## config.mk

```make
export PLATFORM = sky130hd
export DESIGN_NAME = add16_seq_ctrl
export DESIGN_NICKNAME = d
export VERILOG_FILES = /design/src/rtl/add16_seq_ctrl.sv
export SDC_FILE = /design/constraint.sdc
export NUM_CORES = 1
export LEC_CHECK = 0
export BUFFER_PORTS_ARGS = -buffer_cell sky130_fd_sc_hd__buf_2
export CAP_MARGIN = 20
export CORE_AREA = 2 2 103 55
export CTS_BUF_LIST = sky130_fd_sc_hd__clkbuf_8
export CTS_CLUSTER_SIZE = 10
export DETAILED_ROUTE_END_ITERATION = 10
export DIE_AREA = 0 0 105 57
export PLACE_DENSITY = 0.78
export SYNTH_ARGS = -nofsm -noshare
export SYNTH_HDL_FRONTEND = slang
export SYNTH_SLANG_ARGS = --single-unit
```

## constraint.sdc

```tcl
create_clock -name clk -period 4.7 [get_ports clk]
set_input_delay 0.235 -clock clk [delete_from_list [all_inputs] [get_ports clk]]
set_output_delay 0.235 -clock clk [all_outputs]
set_load 0.02 [all_outputs]
```

## src/rtl/add16_seq_ctrl.sv

```systemverilog
// add16_seq_ctrl: multi-cycle add/subtract sequencer built on one shared 4-bit adder slice
module fulladder4 (
  input  logic [3:0] a,
  input  logic [3:0] b,
  input  logic       ci,
  output logic [3:0] s,
  output logic       co
);
  logic c;
  // ripple four bit cells from ci to co
  always_comb begin
    c = ci;
    s = '0;
    for (int i = 0; i < 4; i++) begin
      s[i] = a[i] ^ b[i] ^ c;
      c = (a[i] & b[i]) | (c & (a[i] ^ b[i]));
    end
    co = c;
  end
endmodule

module add16_seq_ctrl #(
  parameter int WIDTH = 16
) (
  input  logic             clk,
  input  logic             rst,
  input  logic             start,
  input  logic             sub,
  input  logic [WIDTH-1:0] A,
  input  logic [WIDTH-1:0] B,
  output logic             busy,
  output logic             done,
  output logic [WIDTH-1:0] SUM,
  output logic             CO,
  output logic             OFL
);
  localparam int NSLICE = WIDTH / 4;
  localparam int IW = NSLICE > 1 ? $clog2(NSLICE) : 1;
  localparam logic [IW-1:0] LAST = IW'(NSLICE - 1);
  typedef enum logic [1:0] {IDLE, RUN, DONE} state_t;
  state_t state, state_n;
  logic [WIDTH-1:0] opa, opb;
  logic [IW-1:0] idx;
  logic carry, accept, last, sco;
  logic [3:0] ss;
  fulladder4 u_fa (
    .a (opa[4*idx +: 4]),
    .b (opb[4*idx +: 4]),
    .ci(carry),
    .s (ss),
    .co(sco)
  );
  // next state and handshake outputs; a start is taken only when not running
  always_comb begin
    accept = start && (state != RUN);
    last = idx == LAST;
    state_n = state == RUN ? (last ? DONE : RUN) : (accept ? RUN : IDLE);
    busy = state == RUN;
    done = state == DONE;
  end
  // state register
  always_ff @(posedge clk) begin
    if (rst) state <= IDLE;
    else state <= state_n;
  end
  // operand latch, per-slice accumulate, and final flag capture
  always_ff @(posedge clk) begin
    if (rst) begin
      opa <= '0;
      opb <= '0;
      carry <= 1'b0;
      idx <= '0;
      SUM <= '0;
      CO <= 1'b0;
      OFL <= 1'b0;
    end else if (accept) begin
      opa <= A;
      opb <= sub ? ~B : B;
      carry <= sub;
      idx <= '0;
      SUM <= '0;
    end else if (state == RUN) begin
      SUM[4*idx +: 4] <= ss;
      carry <= sco;
      idx <= last ? '0 : idx + IW'(1);
      if (last) begin
        CO <= sco;
        OFL <= (opa[WIDTH-1] == opb[WIDTH-1]) && (ss[3] != opa[WIDTH-1]);
      end
    end
  end
endmodule

```

==> results of run 1 <==
-- placed cells by master (no fill, tap or decap), types with 4 or more instances in the layout --
cell type / count
nand4_1: 8
buf_2: 55
a21oi_1: 49
nand2_1: 19
a211oi_1: 18
xnor2_1: 16
mux4_1: 6
dfxtp_1: 55
or3b_1: 4
nand3_1: 17
inv_1: 12
o21ai_0: 17
nand3b_1: 5
clkbuf_8: 5
fa_1: 4
ha_1: 6
nor2_1: 6
-- layout make-up --
| class | count | area, um2 |
|---|---|---|
| timing repair buffer | 57 | 290 |
| multi-input combinational | 197 | 1430 |
| inverter | 12 | 45.0 |
| clock buffer | 5 | 68.8 |
| tap | 73 | 91.3 |
| sequential | 55 | 1100 |
| clock inverter | 1 | 3.75 |
| fill | 481 | 2150 |
-- flip-flops by register name, indices dropped and copies added, names as in the netlist --
| register | count |
|---|---|
| SUM | 16 |
| opa | 16 |
| opb | 16 |
| idx | 2 |
| state | 2 |
| CO | 1 |
| OFL | 1 |
| carry | 1 |
-- cells by family (layout without fill, tap and decap cells) --
| kind of cell | Yosys count | count (layout) | synth area share (%) |
|---|---|---|---|
| AOI/OAI and AO/OA | 87 | 87 | 18.1 |
| xor gates and xnor gates | 16 | 16 | 5.18 |
| adders and majority gates | 10 | 10 | 5.73 |
| buffers and inverters | 36 | 75 | 6.52 |
| DFF | 55 | 55 | 40.7 |
| muxes | 10 | 10 | 8.23 |
| and+or+nand+nor | 74 | 74 | 15.5 |
-- worst max-delay path, stage by stage (launching register included) --
cell	delay, ps
dfxtp_1	500
buf_4	300
mux4_2	550
fa_1	410
inv_1	80
fa_1	170
inv_1	50
fa_1	610
and3b_1	220
a211oi_1	220
nor3_1	70
-- worst paths after layout --
kind	to	slack (ps)	cells after the start
worst min register to register	SUM[4]	450	2
worst max register to register	OFL	1390	10
worst min-delay path	opa[7]	180	3
worst max-delay path	OFL	1390	10
-- power by group through the flow --
| stage | registers, W | clock network [W] | logic (W) |
|---|---|---|---|
| finish | 0.000505 | 0.000236 | 0.000155 |
| global route | 0.000507 | 0.000264 | 0.000171 |
| CTS | 0.000504 | 0.000241 | 0.000154 |
| detailed placement | 0.000515 | 0 | 0.000153 |
| global placement | 0.000515 | 0 | 0.000149 |
| floorplan | 0.000510 | 0 | 0.000116 |
-- stage by stage --
step	power, W	instances	instance area (um2)	setup WS, ps	hold slack [ps]
after detailed placement	0.000668	394	2960	1410	444
after floorplan	0.000626	288	2710	1630	383
final	0.000895	400	3030	1390	177
after global placement	0.000665	394	2960	1520	437
after CTS	0.000899	400	3030	1390	172
after global routing	0.000942	400	3030	1220	171
-- per-layer routing --
| metal | track usage [%] | vias to the layer above |
|---|---|---|
| met5 | 0 | - |
| met4 | 5.90 | 0 |
| met3 | 5.60 | 4 |
| met2 | 28.0 | 84 |
| met1 | 33.1 | 1028 |
| li1 | - | 1105 |
==> results.json, run 1 <==
{
  "power_frac_comb_pct": 17.3,
  "grt_antenna_before_repair": 0,
  "synthToLayoutAreaGrowth_pct": 11.9,
  "synth_edf_count": 0,
  "slew_headroom_pct": 53.4,
  "via_per_inst": 5.55,
  "ys_async_sr_fraction_pct": 0,
  "wl_met2_um": 2360,
  "yosys-top-cells-count": "dfxtp_1, a21oi_1, nand2_1, a211oi_1",
  "grt_start_max_net_pins": 39,
  "cts_buffers": 5,
  "rsz0062_at_grt": "false",
  "seq_power_share_pct": 56.4,
  "ys.flop_type": "dfxtp_1",
  "synth_top_area_share_pct": 40.7,
  "synth.area.top_cells": "dfxtp_1, a21oi_1, mux4_1",
  "fp.dieH_um": 57,
  "remaining_drc_errors": 0,
  "clk_latency_ps": 300,
  "grt_pass1_vias": 1993,
  "synthesis.area_um2": 2710,
  "final.setup.tns_ps": 0,
  "clkPwrFrac_pct": 26.4,
  "cts-resized-gates": 0,
  "cp-startpoint": "idx[0]",
  "setup_viol": 0,
  "wl_met3_um": 444,
  "dp_hpwl_um": 4220,
  "critPathCaptureType": "register",
  "ys_types": 35,
  "drt-pass1-iter-count": 4,
  "status": "complete, no violations",
  "crit_fanout": 17,
  "initial_core_util_pct": 52.2,
  "yosysMostFrequentCell": "dfxtp_1",
  "r2r_start": "idx[0]",
  "cap_violations": 0,
  "first_iter_violations": 113,
  "p_int_w": 0.000652,
  "hold_viol_final": 0,
  "irDropWorstVdd_mv": 0.142,
  "postCtsHoldBufs": 0,
  "drt-met1-wl_um": 3170,
  "finalNetCount": 374,
  "max_freq_ghz": 0.302,
  "yosys_warnings": 0,
  "antenna_left": 0,
  "slew_violations": 0,
  "overflow": 0,
  "syn_nets": 334,
  "crit_arrival_ps": 3480,
  "power_density_nw_per_um2": 296,
  "io_buffers": 55,
  "routed.top_layer": "met4",
  "critPathLaunchType": "register",
  "gp_congestion": 0.869,
  "drive_gt1_share_pct": 21.7,
  "fin_util_pct": 58.5,
  "die_x_um": 105,
  "clk_pin_slew_worst_paths_ps": 90,
  "clockBufferDepth": 2,
  "numClockSinks": 55,
  "vias": 2221,
  "clock_skew_ps": 9.56,
  "switchingPower_w": 0.000243,
  "path_class": "reg2reg",
  "p_sw_share_pct": 27.2,
  "hold_class": "in2reg",
  "cts_root_buffer": "clkbuf_8",
  "rows": 19,
  "antennaDiodeCount": 0,
  "synth_top_area_cell": "dfxtp_1",
  "post_cts_buffers": 0,
  "avgSynthCellArea_um2": 9.40,
  "synthCells": 288,
  "grt_pass1_wl_um": 9980,
  "ys_ff_latch": 55,
  "cts_tree": "built",
  "worst_pin_slew_ps": 699,
  "post-route-min-period_ps": 3310,
  "track_usage_pct": 21.0,
  "wire_per_inst_um": 15.0,
  "fin_crit_sh_pct": 70.4,
  "hold_start": "A[7]",
  "htree_levels": 2,
  "die-area_um2": 5990,
  "routed_wl_um": 6020,
  "power_leakage_nw": 1.18,
  "design.core.area_um2": 5180,
  "io_pins": 56,
  "seq_area_frac_synth_pct": 40.7,
  "critPathRequiredTime_ps": 4870
}
No activity file was read; power rests on OpenSTA's default activity.
==> run 2, diff against run 1 <==
==> config.mk (replaced) <==
export PLATFORM = sky130hd
export DESIGN_NAME = add16_seq_ctrl
export DESIGN_NICKNAME = d
export VERILOG_FILES = /design/src/rtl/add16_seq_ctrl.sv
export SDC_FILE = /design/constraint.sdc
export NUM_CORES = 1
export LEC_CHECK = 0
export ABC_AREA = 1
export BUFFER_PORTS_ARGS = -buffer_cell sky130_fd_sc_hd__buf_2
export CAP_MARGIN = 20
export CORE_AREA = 2 2 107 57
export CTS_BUF_LIST = sky130_fd_sc_hd__clkbuf_8
export CTS_CLUSTER_SIZE = 10
export DETAILED_ROUTE_END_ITERATION = 10
export DIE_AREA = 0 0 109 59
export PLACE_DENSITY = 0.77
export SYNTH_ARGS = -nofsm -noshare
export SYNTH_HDL_FRONTEND = slang
export SYNTH_SLANG_ARGS = --single-unit
==> constraint.sdc (replaced) <==
create_clock -name clk -period 3 [get_ports clk]
set_input_delay 0.15 -clock clk [delete_from_list [all_inputs] [get_ports clk]]
set_output_delay 0.15 -clock clk [all_outputs]
set_load 0.02 [all_outputs]
==> results.json, run 2 <==
{
  "io_buffers": 55,
  "crit_arrival_ps": 3020,
  "initial_core_util_pct": 50.7,
  "irDropWorstVdd_mv": 0.295,
  "hold_class": "in2reg",
  "max_freq_ghz": 0.362,
  "clock_skew_ps": 3.09,
  "slew_violations": 0,
  "rows": 19,
  "grt_util_met2_pct": 30.7,
  "routed_wl_um": 5780,
  "crit_slowest_cell": "fa_1",
  "synthesis.area_um2": 2730,
  "seq_area_frac_synth_pct": 40.3,
  "cpPeakStageDelay_ps": 540,
  "yosysMostFrequentCell": "nand2_1",
  "r2r-end": "SUM[3]",
  "hold_depth": 2,
  "io_pins": 56,
  "wire_per_inst_um": 11.2,
  "synthToLayoutAreaGrowth_pct": 15.9,
  "multi_input_area_um2": 1370,
  "post-route-min-period_ps": 2770,
  "first_iter_violations": 78,
  "power_density_nw_per_um2": 476,
  "finalPower_w": 0.00151,
  "timing.reg2reg.setup_slack_ps": 230,
  "post_cts_buffers": 0,
  "die_x_um": 109,
  "cts_root_buffer": "clkbuf_8",
  "clockBufferDepth": 2,
  "numClockSinks": 55,
  "track_usage_pct": 19.3,
  "cts_tree": "built",
  "crit_chain": "inv_2 > a21oi_1 > o21ai_0 > nand2_1 > fa_1 > inv_1 > fa_1 > inv_1 > fa_1 > inv_1 > fa_1 > inv_1 > nor3_1 > nor2_1 > nor2_1",
  "worst_pin_slew_ps": 664,
  "critical_path_depth": 15,
  "yosys_warnings": 0,
  "critPathCaptureType": "register",
  "grt_start_max_net_pins": 27,
  "finalNetCount": 488,
  "ys_ff_latch": 55,
  "postCtsHoldBufs": 0,
  "grt_pass1_wl_um": 9650,
  "critPathRequiredTime_ps": 3250,
  "htree_levels": 2,
  "grt_pass1_vias": 2225,
  "fp.dieH_um": 59,
  "synthCells": 388,
  "antenna_left": 0,
  "status": "complete, no violations",
  "via_per_inst": 4.79,
  "drive_gt1_share_pct": 18.5,
  "busiest_layer": "met2",
  "regArea_um2": 1100,
  "drt-pass1-iter-count": 4,
  "rsz0062_at_grt": "false",
  "final_common_cell": "nand2_1",
  "vias": 2471,
  "path_class": "reg2reg",
  "clk_latency_ps": 310,
  "avgSynthCellArea_um2": 7.05,
  "synth_top_area_share_pct": 40.3,
  "ff2ff_path_depth": 15,
  "synth.area.top_cells": "dfxtp_1, nand2_1, nor2_1",
  "use_met1_pct": 26.7,
  "cp-startpoint": "idx[1]",
  "power_leakage_nw": 1.56,
  "synth_top_area_cell": "dfxtp_1",
  "layout_common_cells": "nand2_1, nor2_1, buf_2",
  "cap_violations": 0,
  "crit_family": "adder cells",
  "synth_edf_count": 0,
  "ys.flop_type": "dfxtp_1",
  "fin_crit_sh_pct": 92.2,
  "clk_pin_slew_worst_paths_ps": 90,
  "ys_async_sr_fraction_pct": 0,
  "top_regs": "SUM (16), opa (16), opb (16)",
  "fill_cells": 553,
  "crit_end": "SUM[3]",
  "dp_hpwl_um": 4370,
  "critPathLaunchType": "register",
  "antennaDiodeCount": 0,
  "crit_fanout": 7,
  "cts_buffers": 5,
  "ys_types": 28,
  "gp_congestion": 0.871,
  "slew_headroom_pct": 55.7,
  "overflow": 0,
  "final.setup.tns_ps": 0,
  "die-area_um2": 6430,
  "design.core.area_um2": 5400,
  "remaining_drc_errors": 0,
  "yosys-top-cells-count": "nand2_1, nor2_1, dfxtp_1, inv_1, o21ai_0",
  "syn_nets": 434,
  "worst-path-buf-inv": 5,
  "setup_viol": 0,
  "grt_antenna_before_repair": 0,
  "hold_viol_final": 0,
  "r2r_start": "idx[1]",
  "groute.layer.met3.usage_pct": 5.16
}
-- run 2: kinds of logic after synthesis --
kind of cell               share of synthesized area [%]
and+or+nand+nor                                     27.4
AOI/OAI and AO/OA                                   12.1
buffers and inverters                               9.47
DFF                                                 40.3
xor gates and xnor gates                            5.13
adders and majority gates                           5.68
-- run 2: worst register-to-register path: stages, from the launching register on --
cell,delay (ps)
dfxtp_1,480
inv_2,110
a21oi_1,130
o21ai_0,100
nand2_1,80
fa_1,170
inv_1,50
fa_1,360
inv_1,80
fa_1,160
inv_1,50
fa_1,540
inv_1,70
nor3_1,170
nor2_1,50
nor2_1,90
-- run 2: per-layer routing --
metal	part of all wire (%)	up-vias
met5	0	-
met4	1.1	0
met3	4.5	9
met2	43	48
met1	51	1104
li1	-	1310
-- run 2: timing repair --
item	CTS	global route
hold endpoints to repair	0	0
setup endpoints to repair	0	6
resized for setup	0	3
-- run 2: power by group --
| part | total (W) | internal (W) | switching, W |
|---|---|---|---|
| clock network | 0.000446 | 0.000208 | 0.000238 |
| registers | 0.000796 | 0.000770 | 0.0000257 |
| logic | 0.000265 | 0.000103 | 0.000162 |
-- run 2: worst min-delay path by stage --
| stage | from | slack (ps) | endpoint |
|---|---|---|---|
| after floorplan | rst | 230 | state[1] |
| after global routing | rst | 50 | state[1] |
| final | rst | 60 | state[1] |
| after global placement | rst | 390 | state[1] |
| after CTS | rst | 60 | state[1] |
| after detailed placement | rst | 390 | state[1] |
-- run 2: per-stage QoR --
step | instances | area, um2 | util, % | hold slack [ps] | setup WS [ps]
6_report | 516 | 3170 | 58.7 | 59.9 | 235
2_1_floorplan | 388 | 2730 | - | 229 | 161
4_1_cts | 516 | 3170 | 58.7 | 56.7 | 78.6
3_5_place_dp | 508 | 3070 | 56.8 | 389 | 110
3_3_place_gp | 508 | 3070 | 56.8 | 393 | 208
5_1_grt | 516 | 3170 | 58.7 | 52.4 | 14.5
-- run 2: area by class of cell --
| class | instances | area share [%] |
|---|---|---|
| tap | 73 | 2.88 |
| clock buffer | 7 | 3.04 |
| sequential | 55 | 34.9 |
| clock inverter | 1 | 0.118 |
| inverter | 45 | 5.41 |
| multi-input combinational | 273 | 43.3 |
| timing repair buffer | 62 | 10.3 |
==> run 3, diff against run 2 <==
--- a/config.mk
+++ b/config.mk
@@ -5,7 +5,6 @@
 export SDC_FILE = /design/constraint.sdc
 export NUM_CORES = 1
 export LEC_CHECK = 0
-export ABC_AREA = 1
 export BUFFER_PORTS_ARGS = -buffer_cell sky130_fd_sc_hd__buf_2
 export CAP_MARGIN = 20
 export CORE_AREA = 2 2 107 57
@@ -13,7 +12,7 @@
 export CTS_CLUSTER_SIZE = 10
 export DETAILED_ROUTE_END_ITERATION = 10
 export DIE_AREA = 0 0 109 59
-export PLACE_DENSITY = 0.77
+export PLACE_DENSITY = 0.76
 export SYNTH_ARGS = -nofsm -noshare
 export SYNTH_HDL_FRONTEND = slang
 export SYNTH_SLANG_ARGS = --single-unit
==> results.json, run 3 (synthesis results as in run 1) <==
{
  "status": "complete, no violations",
  "top_regs": "SUM (16), opa (16), opb (16)",
  "stdcell_count": 408,
  "r2r-end": "OFL",
  "crit_chain": "mux4_2 > inv_2 > fa_1 > inv_1 > fa_2 > inv_2 > fa_2 > inv_1 > fa_2 > and3b_1 > a211oi_2 > nor3_1",
  "setup_viol": 0,
  "postCtsHoldBufs": 0,
  "critPathCaptureType": "register",
  "post-route-min-period_ps": 2920,
  "numClockSinks": 55,
  "cpPeakStageDelay_ps": 540,
  "dp.cells": 399,
  "die_x_um": 109,
  "timing.reg2reg.setup_slack_ps": 80,
  "clk_latency_ps": 310,
  "fin_crit_sh_pct": 97.4,
  "holdPathEnd": "opa[2]",
  "dp_hpwl_um": 4190,
  "rows": 19,
  "via_per_inst": 5.59,
  "hold_class": "in2reg",
  "cap_violations": 0,
  "max_freq_ghz": 0.342,
  "track_usage_pct": 18.7,
  "antenna_left": 0,
  "clockBufferDepth": 2,
  "final.setup.tns_ps": 0,
  "finalNetCount": 380,
  "irDropWorstVdd_mv": 0.238,
  "wire_per_inst_um": 14.5,
  "io_pins": 56,
  "switchingPower_w": 0.000399,
  "gp_congestion": 0.832,
  "worst_slack_ps": 77.0,
  "crit_fanout": 5,
  "routed_wl_um": 5900,
  "critPathRequiredTime_ps": 3170,
  "ff2ff_path_depth": 12,
  "vias": 2281,
  "finalPower_w": 0.00161,
  "synthToLayoutAreaGrowth_pct": 16.1,
  "path_class": "reg2reg",
  "hold_depth": 3,
  "power_density_nw_per_um2": 511,
  "slew_violations": 0,
  "critPathLaunchType": "register",
  "crit_top_cell": "fa_2",
  "p_sw_share_pct": 24.8,
  "power_frac_comb_pct": 15.8,
  "final_common_cell": "buf_2",
  "first_iter_violations": 125,
  "fp.dieH_um": 59,
  "grt_start_max_net_pins": 39,
  "crit_slowest_cell": "fa_2",
  "drt-pass1-iter-count": 4,
  "antennaDiodeCount": 0,
  "die-area_um2": 6430,
  "seq_power_share_pct": 49.2,
  "hold_viol_final": 0,
  "clock_skew_ps": 8.81,
  "grt_pass1_vias": 2037,
  "initial_core_util_pct": 50.2,
  "cts_tree": "built",
  "grt_pass1_wl_um": 9360,
  "clk_pin_slew_worst_paths_ps": 100,
  "hold_start": "A[2]",
  "remaining_drc_errors": 0,
  "layout_common_cells": "buf_2, dfxtp_1, a21oi_1",
  "worst_pin_slew_ps": 683,
  "clkPwrFrac_pct": 35.0,
  "grt_antenna_before_repair": 0,
  "place_ws_ps": 22.9,
  "power_leakage_nw": 1.22,
  "cts_buffers": 5,
  "p_int_w": 0.00121,
  "overflow": 0,
  "io_buffers": 55,
  "crit_arrival_ps": 3100,
  "slew_headroom_pct": 54.5,
  "r2r_start": "idx[0]",
  "design.core.area_um2": 5400,
  "drive_gt1_share_pct": 26.3,
  "cts_root_buffer": "clkbuf_8",
  "htree_levels": 2
}
## run 3: changes by cell type in the layout (fill, tap and decap cells not counted), moves of 5 or more
| cell | previous run | this run |
|---|---|---|
| nand3b_1 | 0 | 5 |
| o21ai_0 | 39 | 17 |
| a211oi_1 | 0 | 17 |
| nand4_1 | 0 | 8 |
| nand3_1 | 10 | 17 |
| a21oi_1 | 20 | 49 |
| inv_1 | 42 | 10 |
| nand2_1 | 87 | 19 |
| xor2_1 | 11 | 0 |
| xnor2_1 | 5 | 16 |
| nor2_1 | 74 | 6 |
## run 3: cell type report
type / instances / area, um2
Clock buffer: 5 / 68.8
Clock inverter: 3 / 63.8
Fill cell: 466 / 2250
Inverter: 12 / 45.0
Multi-Input combinational cell: 197 / 1430
Sequential cell: 55 / 1100
Tap cell: 73 / 91.3
Timing Repair Buffer: 63 / 335
## run 3: power by group through the flow
stage / clock [W] / combinational, W / sequential [W]
2_1_floorplan: 0 / 0.000185 / 0.000799
3_3_place_gp: 0 / 0.000241 / 0.000804
3_5_place_dp: 0 / 0.000249 / 0.000807
4_1_cts: 0.000571 / 0.000249 / 0.000790
5_1_grt: 0.000609 / 0.000282 / 0.000794
6_report: 0.000563 / 0.000254 / 0.000790
## run 3: worst max-delay path by stage
stage | startpoint | to
after detailed placement | idx[0] | OFL
after floorplan | idx[0] | OFL
after global placement | idx[0] | OFL
after CTS | idx[0] | OFL
after global routing | idx[0] | OFL
final | idx[0] | OFL
## run 3: per-layer routing
layer / global-route usage (%) / up-vias / share of wire (%)
met5: 0 / - / 0
met4: 5.13 / 0 / 1.1
met3: 4.62 / 9 / 5.4
met2: 31.4 / 58 / 48
met1: 24.4 / 1091 / 46
li1: - / 1123 / -
## run 3: stage by stage
stage                     cell area [um2]  hold slack [ps]  util (%)
after global placement               3000              402      55.5
after global routing                 3140             68.8      58.2
after floorplan                      2710              298         -
final                                3140             79.7      58.2
after detailed placement             3000              412      55.5
after CTS                            3130             74.8      58.0
## run 3: worst max-delay path, delay by kind of cell (launching register included)
family	cells	cell delay (ps)
AND/OR/NAND/NOR	2	270
flip-flops	1	390
AO/OA/AOI/OAI	1	190
adder cells (fa/ha/maj)	4	1200
multiplexers	1	510
buffers and inverters	4	240
## run 3: timing repair
| action | 4_1_cts | 5_1_grt |
|---|---|---|
| setup endpoints to repair | 0 | 4 |
| setup buffers | 0 | 1 |
| resized for setup | 0 | 5 |
